`config.mk`:
```
export PLATFORM = sky130hd
export DESIGN_NAME = sw_in_port_debounce_flat
export DESIGN_NICKNAME = d
export VERILOG_FILES = /design/src/rtl/sw_in_port_debounce_if.sv /design/src/rtl/sw_in_port_debounce.sv /design/src/flat_wrapper.sv
export SDC_FILE = /design/constraint.sdc
export NUM_CORES = 1
export LEC_CHECK = 0
export BUFFER_PORTS_ARGS = -buffer_cell sky130_fd_sc_hd__buf_2
export CORE_MARGIN = 4
export CORE_UTILIZATION = 35
export CTS_BUF_LIST = sky130_fd_sc_hd__clkbuf_4 sky130_fd_sc_hd__clkbuf_8
export DETAILED_ROUTE_END_ITERATION = 8
export MAX_ROUTING_LAYER = met4
export PLACE_DENSITY = 0.54
export SKIP_LAST_GASP = 1
export SLEW_MARGIN = 20
export SYNTH_ARGS = -nofsm -noshare
export SYNTH_HDL_FRONTEND = slang
export SYNTH_SLANG_ARGS = --single-unit
```
`constraint.sdc`:
```
create_clock -name clock -period 8 [get_ports clock]
set_input_delay 0.4 -clock clock [delete_from_list [all_inputs] [get_ports clock]]
set_output_delay 0.4 -clock clock [all_outputs]
set_load 0.005 [all_outputs]
```
`src/rtl/sw_in_port_debounce_if.sv`:
```
// Switch input-port bundle between the MEM stage (master) and the debouncer (slave).
// The master drives the raw switches and the read strobes; the slave returns the ports and flags.
interface sw_in_port_debounce_if;
    logic [9:0]  sw;
    logic        rd_port0;
    logic        rd_port1;
    logic [31:0] in_port0;
    logic [31:0] in_port1;
    logic        chg0;
    logic        chg1;
    logic [9:0]  sw_stable;

    modport master (
        output sw, rd_port0, rd_port1,
        input  in_port0, in_port1, chg0, chg1, sw_stable
    );

    modport slave (
        input  sw, rd_port0, rd_port1,
        output in_port0, in_port1, chg0, chg1, sw_stable
    );
endinterface

```
`src/rtl/sw_in_port_debounce.sv`:
```
// Two-flop synchroniser and per-bit debounce for SW9..SW0, exposed as input ports 0x80/0x84
// with sticky "changed since last read" flags.
module sw_in_port_debounce #(
    parameter int DEBOUNCE_CYCLES = 50000,
    parameter int CNT_W           = 16
) (
    input  logic                  clock,
    input  logic                  reset,
    sw_in_port_debounce_if.slave  bus
);

    localparam logic [CNT_W-1:0] CNT_MAX = CNT_W'(DEBOUNCE_CYCLES - 1);

    logic [9:0]       s1_q, s2_q;
    logic [9:0]       stable_q, stable_d;
    logic [CNT_W-1:0] cnt_q [10];
    logic [CNT_W-1:0] cnt_d [10];
    logic             chg0_q, chg0_d;
    logic             chg1_q, chg1_d;

    always_comb begin
        stable_d = stable_q;
        for (int i = 0; i < 10; i++) begin
            cnt_d[i] = '0;
            if (s2_q[i] != stable_q[i]) begin
                if (cnt_q[i] == CNT_MAX) begin
                    stable_d[i] = s2_q[i];
                end else begin
                    cnt_d[i] = cnt_q[i] + 1'b1;
                end
            end
        end

        // A read strobe clears the flag, but a change landing in the same cycle wins.
        chg0_d = chg0_q;
        if (bus.rd_port0) chg0_d = 1'b0;
        if (stable_d[9:5] != stable_q[9:5]) chg0_d = 1'b1;

        chg1_d = chg1_q;
        if (bus.rd_port1) chg1_d = 1'b0;
        if (stable_d[4:0] != stable_q[4:0]) chg1_d = 1'b1;
    end

    always_ff @(posedge clock or posedge reset) begin
        if (reset) begin
            s1_q     <= '0;
            s2_q     <= '0;
            stable_q <= '0;
            chg0_q   <= 1'b0;
            chg1_q   <= 1'b0;
            for (int i = 0; i < 10; i++) begin
                cnt_q[i] <= '0;
            end
        end else begin
            s1_q     <= bus.sw;
            s2_q     <= s1_q;
            stable_q <= stable_d;
            chg0_q   <= chg0_d;
            chg1_q   <= chg1_d;
            for (int i = 0; i < 10; i++) begin
                cnt_q[i] <= cnt_d[i];
            end
        end
    end

    assign bus.in_port0  = {27'b0, stable_q[9:5]};
    assign bus.in_port1  = {27'b0, stable_q[4:0]};
    assign bus.chg0      = chg0_q;
    assign bus.chg1      = chg1_q;
    assign bus.sw_stable = stable_q;

endmodule

```
`src/flat_wrapper.sv`:
```
// flat-port wrapper written by rule: the top's interface ports become plain ports
module sw_in_port_debounce_flat 
#(
    parameter int DEBOUNCE_CYCLES = 50000,
    parameter int CNT_W           = 16
)
  (clock, reset, bus_sw, bus_rd_port0, bus_rd_port1, bus_in_port0, bus_in_port1, bus_chg0, bus_chg1, bus_sw_stable);
  sw_in_port_debounce_if bus_i ();
  input  logic clock;
  input  logic reset;
  input wire logic [$bits(bus_i.sw)-1:0] bus_sw;
  input wire logic [$bits(bus_i.rd_port0)-1:0] bus_rd_port0;
  input wire logic [$bits(bus_i.rd_port1)-1:0] bus_rd_port1;
  output wire logic [$bits(bus_i.in_port0)-1:0] bus_in_port0;
  output wire logic [$bits(bus_i.in_port1)-1:0] bus_in_port1;
  output wire logic [$bits(bus_i.chg0)-1:0] bus_chg0;
  output wire logic [$bits(bus_i.chg1)-1:0] bus_chg1;
  output wire logic [$bits(bus_i.sw_stable)-1:0] bus_sw_stable;
  assign bus_i.sw = bus_sw;
  assign bus_i.rd_port0 = bus_rd_port0;
  assign bus_i.rd_port1 = bus_rd_port1;
  assign bus_in_port0 = bus_i.in_port0;
  assign bus_in_port1 = bus_i.in_port1;
  assign bus_chg0 = bus_i.chg0;
  assign bus_chg1 = bus_i.chg1;
  assign bus_sw_stable = bus_i.sw_stable;
  sw_in_port_debounce #(.DEBOUNCE_CYCLES(DEBOUNCE_CYCLES), .CNT_W(CNT_W)) u_core (.clock(clock), .reset(reset), .bus(bus_i));
endmodule
```
# Yosys cells after proc, flatten, opt, wreduce, memory -nomap -nowiden
# Cells that the tools add are included.
[totals]
register_bits = 192
input_bits = 14
elab_cells = 93
[op_classes]
add_sub_neg = 10
n_eq_ne = 22
muxes = 44
reduce_logical = 2
[ops]
columns = ["cell", "count"]
rows = [
  ["16-bit two-way mux", 20],
  ["16-bit by 1-bit adder with 16-bit output (second input constant)", 10],
  ["16-bit equality test (second input constant)", 10],
  ["1-bit two-way mux", 24],
  ["1-bit != test", 10],
  ["5-bit != test", 2],
  ["2-bit nonzero test", 2],
]

# Logic depth before layout (Yosys ltp)
# Gate-level depths: netlist of run 1.
[logic_depth]
ltp_word = 5
mapped_depth = 7

# Least setup slack after synthesis of run 1
# Ideal clock, no wire load.
[synth_timing]
kind = "register to register"
from = "register u_core.cnt_q[87] in the netlist's numbering"
to = "register u_core.stable_q[4], in the netlist u_core.bus.sw_stable[4]"
arrival_ns = 1.642
path_slack_ns = 6.233
stages_incl_launch_ff = 4
period_less_slack_ns = 1.767
path_cell_list = "dfrtp_1 or3_1 or4_4 mux2_4"
[synth_via]
elab_chain_cells = 3
[synth_lines]
columns = ["item", "line_no", "text"]
rows = [
  ["start: declaration", "sw_in_port_debounce.sv:16", "logic [CNT_W-1:0] cnt_q [10];"],
  ["start signal: indexed assignment", "sw_in_port_debounce.sv:61", "cnt_q[i] <= cnt_d[i];"],
  ["16-bit equality test", "sw_in_port_debounce.sv:26", "if (cnt_q[i] == CNT_MAX) begin"],
  ["1-bit two-way mux", "sw_in_port_debounce.sv:26", ""],
  ["1-bit two-way mux", "sw_in_port_debounce.sv:25", "if (s2_q[i] != stable_q[i]) begin"],
  ["named net u_core.stable_d[4]", "sw_in_port_debounce.sv:15", "logic [9:0] stable_q, stable_d;"],
  ["end signal: assignment", "sw_in_port_debounce.sv:57", "stable_q <= stable_d;"],
  ["end: declaration", "sw_in_port_debounce.sv:15", ""],
]
# The timed path passes the listed nets, and every way through them passes these cells.
# A chain may end at the register's enable or synchronous reset.

==> results by group, run 1 <==
Outcome
  • Outcome: complete, no violations

Global route
  • Initial antenna violation count: 0
  • Total grt overflow: 0
  • GRT Overall Usage: about an eighth
  • First-pass GRT wire length: approximately 29000 µm
  • Number of global-route vias before repair: between 5000 and 6000
  • Largest net degree at the start of global routing: approximately 120

Clocking
  • CTS tree: yes
  • Clk sinks: 192
  • H-tree levels: 4
  • Root Buffer: clkbuf_8
  • Cts bufs inserted: 17
  • Post-CTS setup buffer count: 0
  • Clock transition at path regs: between 0.1 and 0.15 ns
  • CTS Hold Buffers Added: 2
  • Worst-skew pair later-pin latency: ~0.46 ns
  • Worst-case clock buffer depth: 2
  • Post-CTS sizing: 0

Logic synthesis
  • Sequential share of the synthesized area: 51.2%
  • Post-Synthesis Cell Area: between 0.009 and 0.01 mm²
  • Count of cell types in the netlist: 45
  • Most common cell in the netlist: dfrtp_1
  • Mapped Cells: between 900 and 1000
  • Post-synth top cells: dfrtp_1, nor2_1, xnor2_1
  • Synth Flop Type: dfrtp_1
  • Post-synth ARST share: between 90% and 100%
  • Mean area per synthesized cell: just over 10 µm²
  • Post-synth EDFFs: 0
  • Synth warn: 0
  • Top cell type's share of synthesized area: a little over 50%
  • #FFs+latches synth: roughly 190
  • Area leader, netlist: dfrtp_1
  • Synth top area cells: dfrtp_1, xnor2_1, nor2_1

Detailed routing
  • Vias: a little over 6000
  • Antenna Nets Post-Route: 0
  • DRC viols: 0
  • DR iter-0 viols: around 290
  • Total Routed Length: approximately 16000 µm
  • WL/cell: approximately 13 µm
  • Via density: between 4 and 5
  • Iteration count of the initial detailed-routing pass: 4

Worst setup path
  • CP Class: register to register
  • Crit path DAT: ~2.3 ns
  • CP Cell Sequence: or4b_1, nor4_2, nand2b_2, nor2_1
  • Largest stage delay, worst path: approximately 0.53 ns
  • Setup slack, reg-to-reg: ~6.1 ns
  • Startpoint class of the critical path: register
  • Cells on worst reg2reg path: 4
  • Reg-to-Reg End: u_core.cnt_q[122]
  • Crit Path Max Fanout: 15
  • Reg2reg start: u_core.cnt_q[122]
  • CP max-delay cell: or4b_1
  • Crit. End Element: register
  • WP data required: between 8 and 9 ns

Timing
  • Slew Limit Fails: 0
  • RSZ-0062 raised after global routing: no
  • Fmax: 0.520 GHz
  • Final WS setup: 6.08 ns
  • Worst Tran Pin Value: approximately 0.90 ns
  • Crit path time final: ~1.9 ns
  • Final setup fails: 0
  • Setup_tns: 0 ns
  • Worst slew margin: slightly below 40%
  • Period utilization: about 24%
  • Fin Clk Skew: between 0.02 and 0.025 ns
  • Final Hold Vio Count: 0

Final layout
  • Post-Layout Cell Count: between 1000 and 1500
  • Register area: about 0.0048 mm²
  • Syn-to-layout area delta: 8.11%
  • Number of antenna diodes: 0
  • Post-layout util: 38.7%
  • Layout net count: between 900 and 1000
  • Layout cell share with drive strength beyond 1: 9.62%
  • Area of the multi-input gates: a little over 0.004 mm²
  • Fill count: 2559

Floorplan
  • IO Pins: 90
  • Die W: around 170 µm
  • Die Y-Extent: around 170 µm
  • Die footprint: 0.0295 mm²
  • Initial Util: 35.8%
  • Core footprint: around 0.026 mm²
  • Row count: just under 60

Placed design
  • Post-DP HPWL: about 11000 µm
  • Global placement routability congestion: ~0.8
  • Pre-CTS WS: about 5.8 ns
  • PortBufs: 35
  • Placed cells: between 1000 and 1500

Power and ir drop
  • Pwr Density: around 170 mW/mm²
  • Peak VDD IR: approximately 0.1 mV
  • P_leak: about 4.2 nW

Job
  • Max-Cap Viols: 0

Hold path
  • Hold Crit Class: input port to async pin
[final cells by class]
class | instances | share of cell area, %
Sequential cell | 192 | 47.4
Multi-Input combinational cell | 677 | 40.5
Tap cell | 335 | 4.13
Clock buffer | 18 | 2.44
Timing Repair Buffer | 42 | 2.39
Clock inverter | 14 | 1.86
Inverter | 34 | 1.33
[where the power goes]
group	switching [W]	total [W]	internal [W]
clock	0.000378	0.000682	0.000304
combinational	0.0000484	0.0000674	0.0000190
sequential	0.0000150	0.00100	0.000987
total	0.000441	0.00175	0.00131
[registers in the layout, indices dropped and copies added, names as in the netlist]
signal,flops
u_core.bus.chg0,1
u_core.bus.chg1,1
u_core.bus.sw_stable,10
u_core.cnt_q,160
u_core.s1_q,10
u_core.s2_q,10
[metal layers]
layer | vias up | global-route usage, % | routed length [µm]
li1 | 3131 | - | -
met1 | 2943 | 16.5 | 8220
met2 | 69 | 18.4 | 7560
met3 | 9 | 2.78 | 474
met4 | 0 | 2.87 | 152
met5 | - | - | 0
[logic make-up (layout without fill, tap and decap cells)]
family | Yosys count | after routing | share of synthesized area [%]
xor+xnor | 138 | 138 | 12.9
compound gates | 38 | 38 | 2.33
mux | 10 | 10 | 1.24
flops | 192 | 192 | 51.2
other cells | 1 | 54 | 0.0400
fa+ha+maj | 10 | 10 | 1.33
buf+inv | 111 | 108 | 7.16
simple gates | 427 | 427 | 23.8
[critical path, delay by kind of cell, from the launching register on]
kind | cells | cell delay [ns]
AND/OR/NAND/NOR | 4 | 1.38
flip-flops | 1 | 0.43
[placed cells by master, fill, tap and decap left out, types with 10 or more instances in the layout]
| master | instances |
|---|---|
| or3_1 | 13 |
| o21ai_0 | 10 |
| ha_1 | 10 |
| nand3_1 | 48 |
| inv_1 | 33 |
| buf_2 | 35 |
| conb_1 | 54 |
| nor3_1 | 26 |
| nand4_1 | 43 |
| and3_1 | 19 |
| clkbuf_8 | 18 |
| xor2_1 | 33 |
| nor2_1 | 161 |
| xnor2_1 | 105 |
| nor4_1 | 24 |
| nand2_1 | 41 |
| dfrtp_1 | 192 |
| a21oi_1 | 16 |
| nor4bb_1 | 10 |
[per-stage QoR]
stage	instance area [µm²]	power (W)	hold WS, ns
floorplan	9580	0.00109	0.331
detailed placement	9650	0.00109	0.335
global route	10100	0.00185	0.00861
CTS	10100	0.00179	0.00236
global placement	9650	0.00109	0.331
finish	10100	0.00175	0.0439
[worst max-delay path by stage]
stage,startpoint,to,slack (ns),cells past startpoint
3_3_place_gp,reset,u_core.cnt_q[119],5.83,3
2_1_floorplan,reset,u_core.bus.chg0,2.37,1
3_5_place_dp,reset,u_core.cnt_q[119],5.83,3
6_report,u_core.cnt_q[122],u_core.cnt_q[122],6.08,4
5_1_grt,u_core.cnt_q[112],u_core.cnt_q[119],5.91,5
4_1_cts,u_core.cnt_q[122],u_core.cnt_q[124],6.03,4
No activity file was read; power rests on OpenSTA's default activity.
==> run 2, diff against run 1 <==
Settings changed: PLACE_DENSITY 0.54 to 0.56.
Clock period 8 ns to 1.7 ns, I/O delays scaled along.
==> run 2 against run 1 <==
Net effect: the run now ends with setup timing left; count of clock-buffer cells in the layout up 1; core utilization grew 4.6 points; cell area grew 12%; routed wire length rose by 8.0%; clock power rose to 5.2 times the previous value; flip-flop and latch count stayed put; global-route usage increased by 0.70 points; worst setup slack got worse by 6.1 ns; sequential share of layout area down 5.0 points; critical endpoint is now u_core.bus.sw_stable[4]; highest routed layer unchanged.
==> results by group, run 2 (synthesis results as in run 1) <==
Outcome
  • Outcome: complete, but fails checks
  • Violated checks: setup timing

Detailed routing
  • Via density: 4.68 (-0.26%)
  • Antenna Nets Post-Route: 0 (unchanged)
  • Vias: 6697 (+8.9%)
  • Iteration count of the initial detailed-routing pass: 4 (unchanged)
  • Total Routed Length: 17700 µm (+8.0%)
  • DR iter-0 viols: 268 (-6.6%)
  • DRC viols: 0 (unchanged)
  • WL/cell: 12.4 µm (-1.0%)

Timing
  • Final WS setup: -0.0485 ns (-6.12 ns)
  • Crit path time final: 1.75 ns (-0.175 ns)
  • Period utilization: 103% (+79 points)
  • Fmax: 0.572 GHz (+10%)
  • Slew Limit Fails: 0 (unchanged)
  • Final setup fails: 6 (+6)
  • RSZ-0062 raised after global routing: yes
  • Fin Clk Skew: 0.0163 ns (-0.00392 ns)
  • Hold_ws: 0.0400 ns (-0.00385 ns)
  • Final Hold Vio Count: 0 (unchanged)

Worst setup path
  • Crit Path Max Fanout: 3 (-12)
  • CP Class: register to register
  • Crit. End Element: register
  • Crit path DAT: 2.10 ns (-0.18 ns)
  • Startpoint class of the critical path: register
  • WP data required: 2.05 ns (-6.30 ns)

Global route
  • Number of global-route vias before repair: 6584 (+11%)
  • Largest net degree at the start of global routing: 90 (-26%)
  • First-pass GRT wire length: 30700 µm (+7.4%)
  • Initial antenna violation count: 0 (unchanged)
  • GRT Overall Usage: 12.8% (+0.70 points)
  • Total grt overflow: 0 (unchanged)

Clocking
  • Cts bufs inserted: 17 (unchanged)
  • Root Buffer: clkbuf_8
  • Clock transition at path regs: 0.10 ns (about the same)
  • Worst-case clock buffer depth: 2 (unchanged)
  • H-tree levels: 4 (unchanged)
  • CTS tree: yes
  • Clk sinks: 192 (unchanged)
  • Worst-skew pair later-pin latency: 0.46 ns (about the same)

Placed design
  • PortBufs: 35 (unchanged)
  • Global placement routability congestion: 0.796 (-0.86%)
  • Post-DP HPWL: 12200 µm (+11%)
  • Pre-CTS WS: -0.107 ns (-5.94 ns)

Final layout
  • Number of antenna diodes: 0 (unchanged)
  • Most flop-heavy register: u_core.cnt_q
  • Syn-to-layout area delta: 21.1%
  • Layout cell share with drive strength beyond 1: 22.5% (+13 points)
  • Commonest non-fill, non-tap cell in the layout: dfrtp_1
  • Max reg flops: 160 (unchanged)
  • Layout net count: 1108 (+12%)
  • Post-layout util: 43.4% (+4.6 points)
  • Most frequent cells in the layout: dfrtp_1, nor2_1, buf_4

Floorplan
  • Die Y-Extent: 172 µm (unchanged)
  • IO Pins: 90 (unchanged)
  • Die footprint: 0.0295 mm² (unchanged)
  • Row count: 59 (unchanged)
  • Die W: 172 µm (unchanged)
  • Core footprint: 0.0262 mm² (unchanged)
  • Initial Util: 35.8% (unchanged)

Power and ir drop
  • Pwr Density: 762 mW/mm² (+340%)
  • P_leak: 4.90 nW (+15%)
  • Peak VDD IR: 0.415 mV (+300%)

Job
  • Max-Cap Viols: 0 (unchanged)

Hold path
  • Hold Crit Class: input port to register
## run 2: power breakdown
part	internal [W]	switching (W)	total [W]	leakage, nW
sequential	0.00464	0.0000666	0.00471	2.60
clock	0.00184	0.00169	0.00353	0.231
combinational	0.000160	0.000255	0.000415	2.06
total	0.00665	0.00201	0.00865	4.90
## run 2: what timing repair did
item | 4_1_cts | 5_1_grt
endpoints found under the setup margin | 32 | 69
cloned | 1 | 0
endpoints found under the hold margin | 202 | 0
hold buffers | 11 | 0
gates resized for setup | 5 | 43
buffers inserted | 0 | 16
pin swaps | 1 | 10
## run 2: worst max-delay path, cell delays in order (launching register included)
cell	delay, ns
dfrtp_1	0.40
or3_4	0.39
or4_4	0.55
mux2_4	0.32
## run 2: layout make-up
type                            instances  area, µm²
Timing Repair Buffer                  161       1190
Fill cell                            2522      14800
Sequential cell                       192       4810
Inverter                               34        131
Multi-Input combinational cell        678       4330
Clock buffer                           19        255
Clock inverter                         13        226
Tap cell                              335        419
## run 2: per-layer routing
metal	global-route usage, %	up-vias	share of wire [%]
li1	-	3372	-
met1	17.3	3247	50
met2	20.0	70	47
met3	2.41	8	2.3
met4	3.11	0	0.74
met5	-	-	0
## run 2: path summary, 6_finish.rpt
path,slack [ns],cells after the start,end,from
min in group asynchronous,0.32,4,u_core.cnt_q[8],reset
worst max register to register,-0.05,3,u_core.bus.sw_stable[4],u_core.cnt_q[90]
max in group asynchronous,0.94,4,u_core.cnt_q[69],reset
worst min register to register,0.36,0,u_core.s2_q[0],u_core.s1_q[0]
worst max-delay path,-0.05,3,u_core.bus.sw_stable[4],u_core.cnt_q[90]
worst min-delay path,0.04,4,u_core.bus.chg1,bus_rd_port1
## run 2: per-stage QoR
stage               total power [W]  setup TNS (ns)  area (µm²)  std cells
floorplan                   0.00513         -165.71        9590        980
global placement            0.00518           -1.25       10400       1372
detailed placement          0.00518           -1.97       10400       1372
CTS                         0.00879          -0.170       11100       1416
global route                0.00908           -1.51       11400       1432
finish                      0.00865         -0.0847       11400       1432
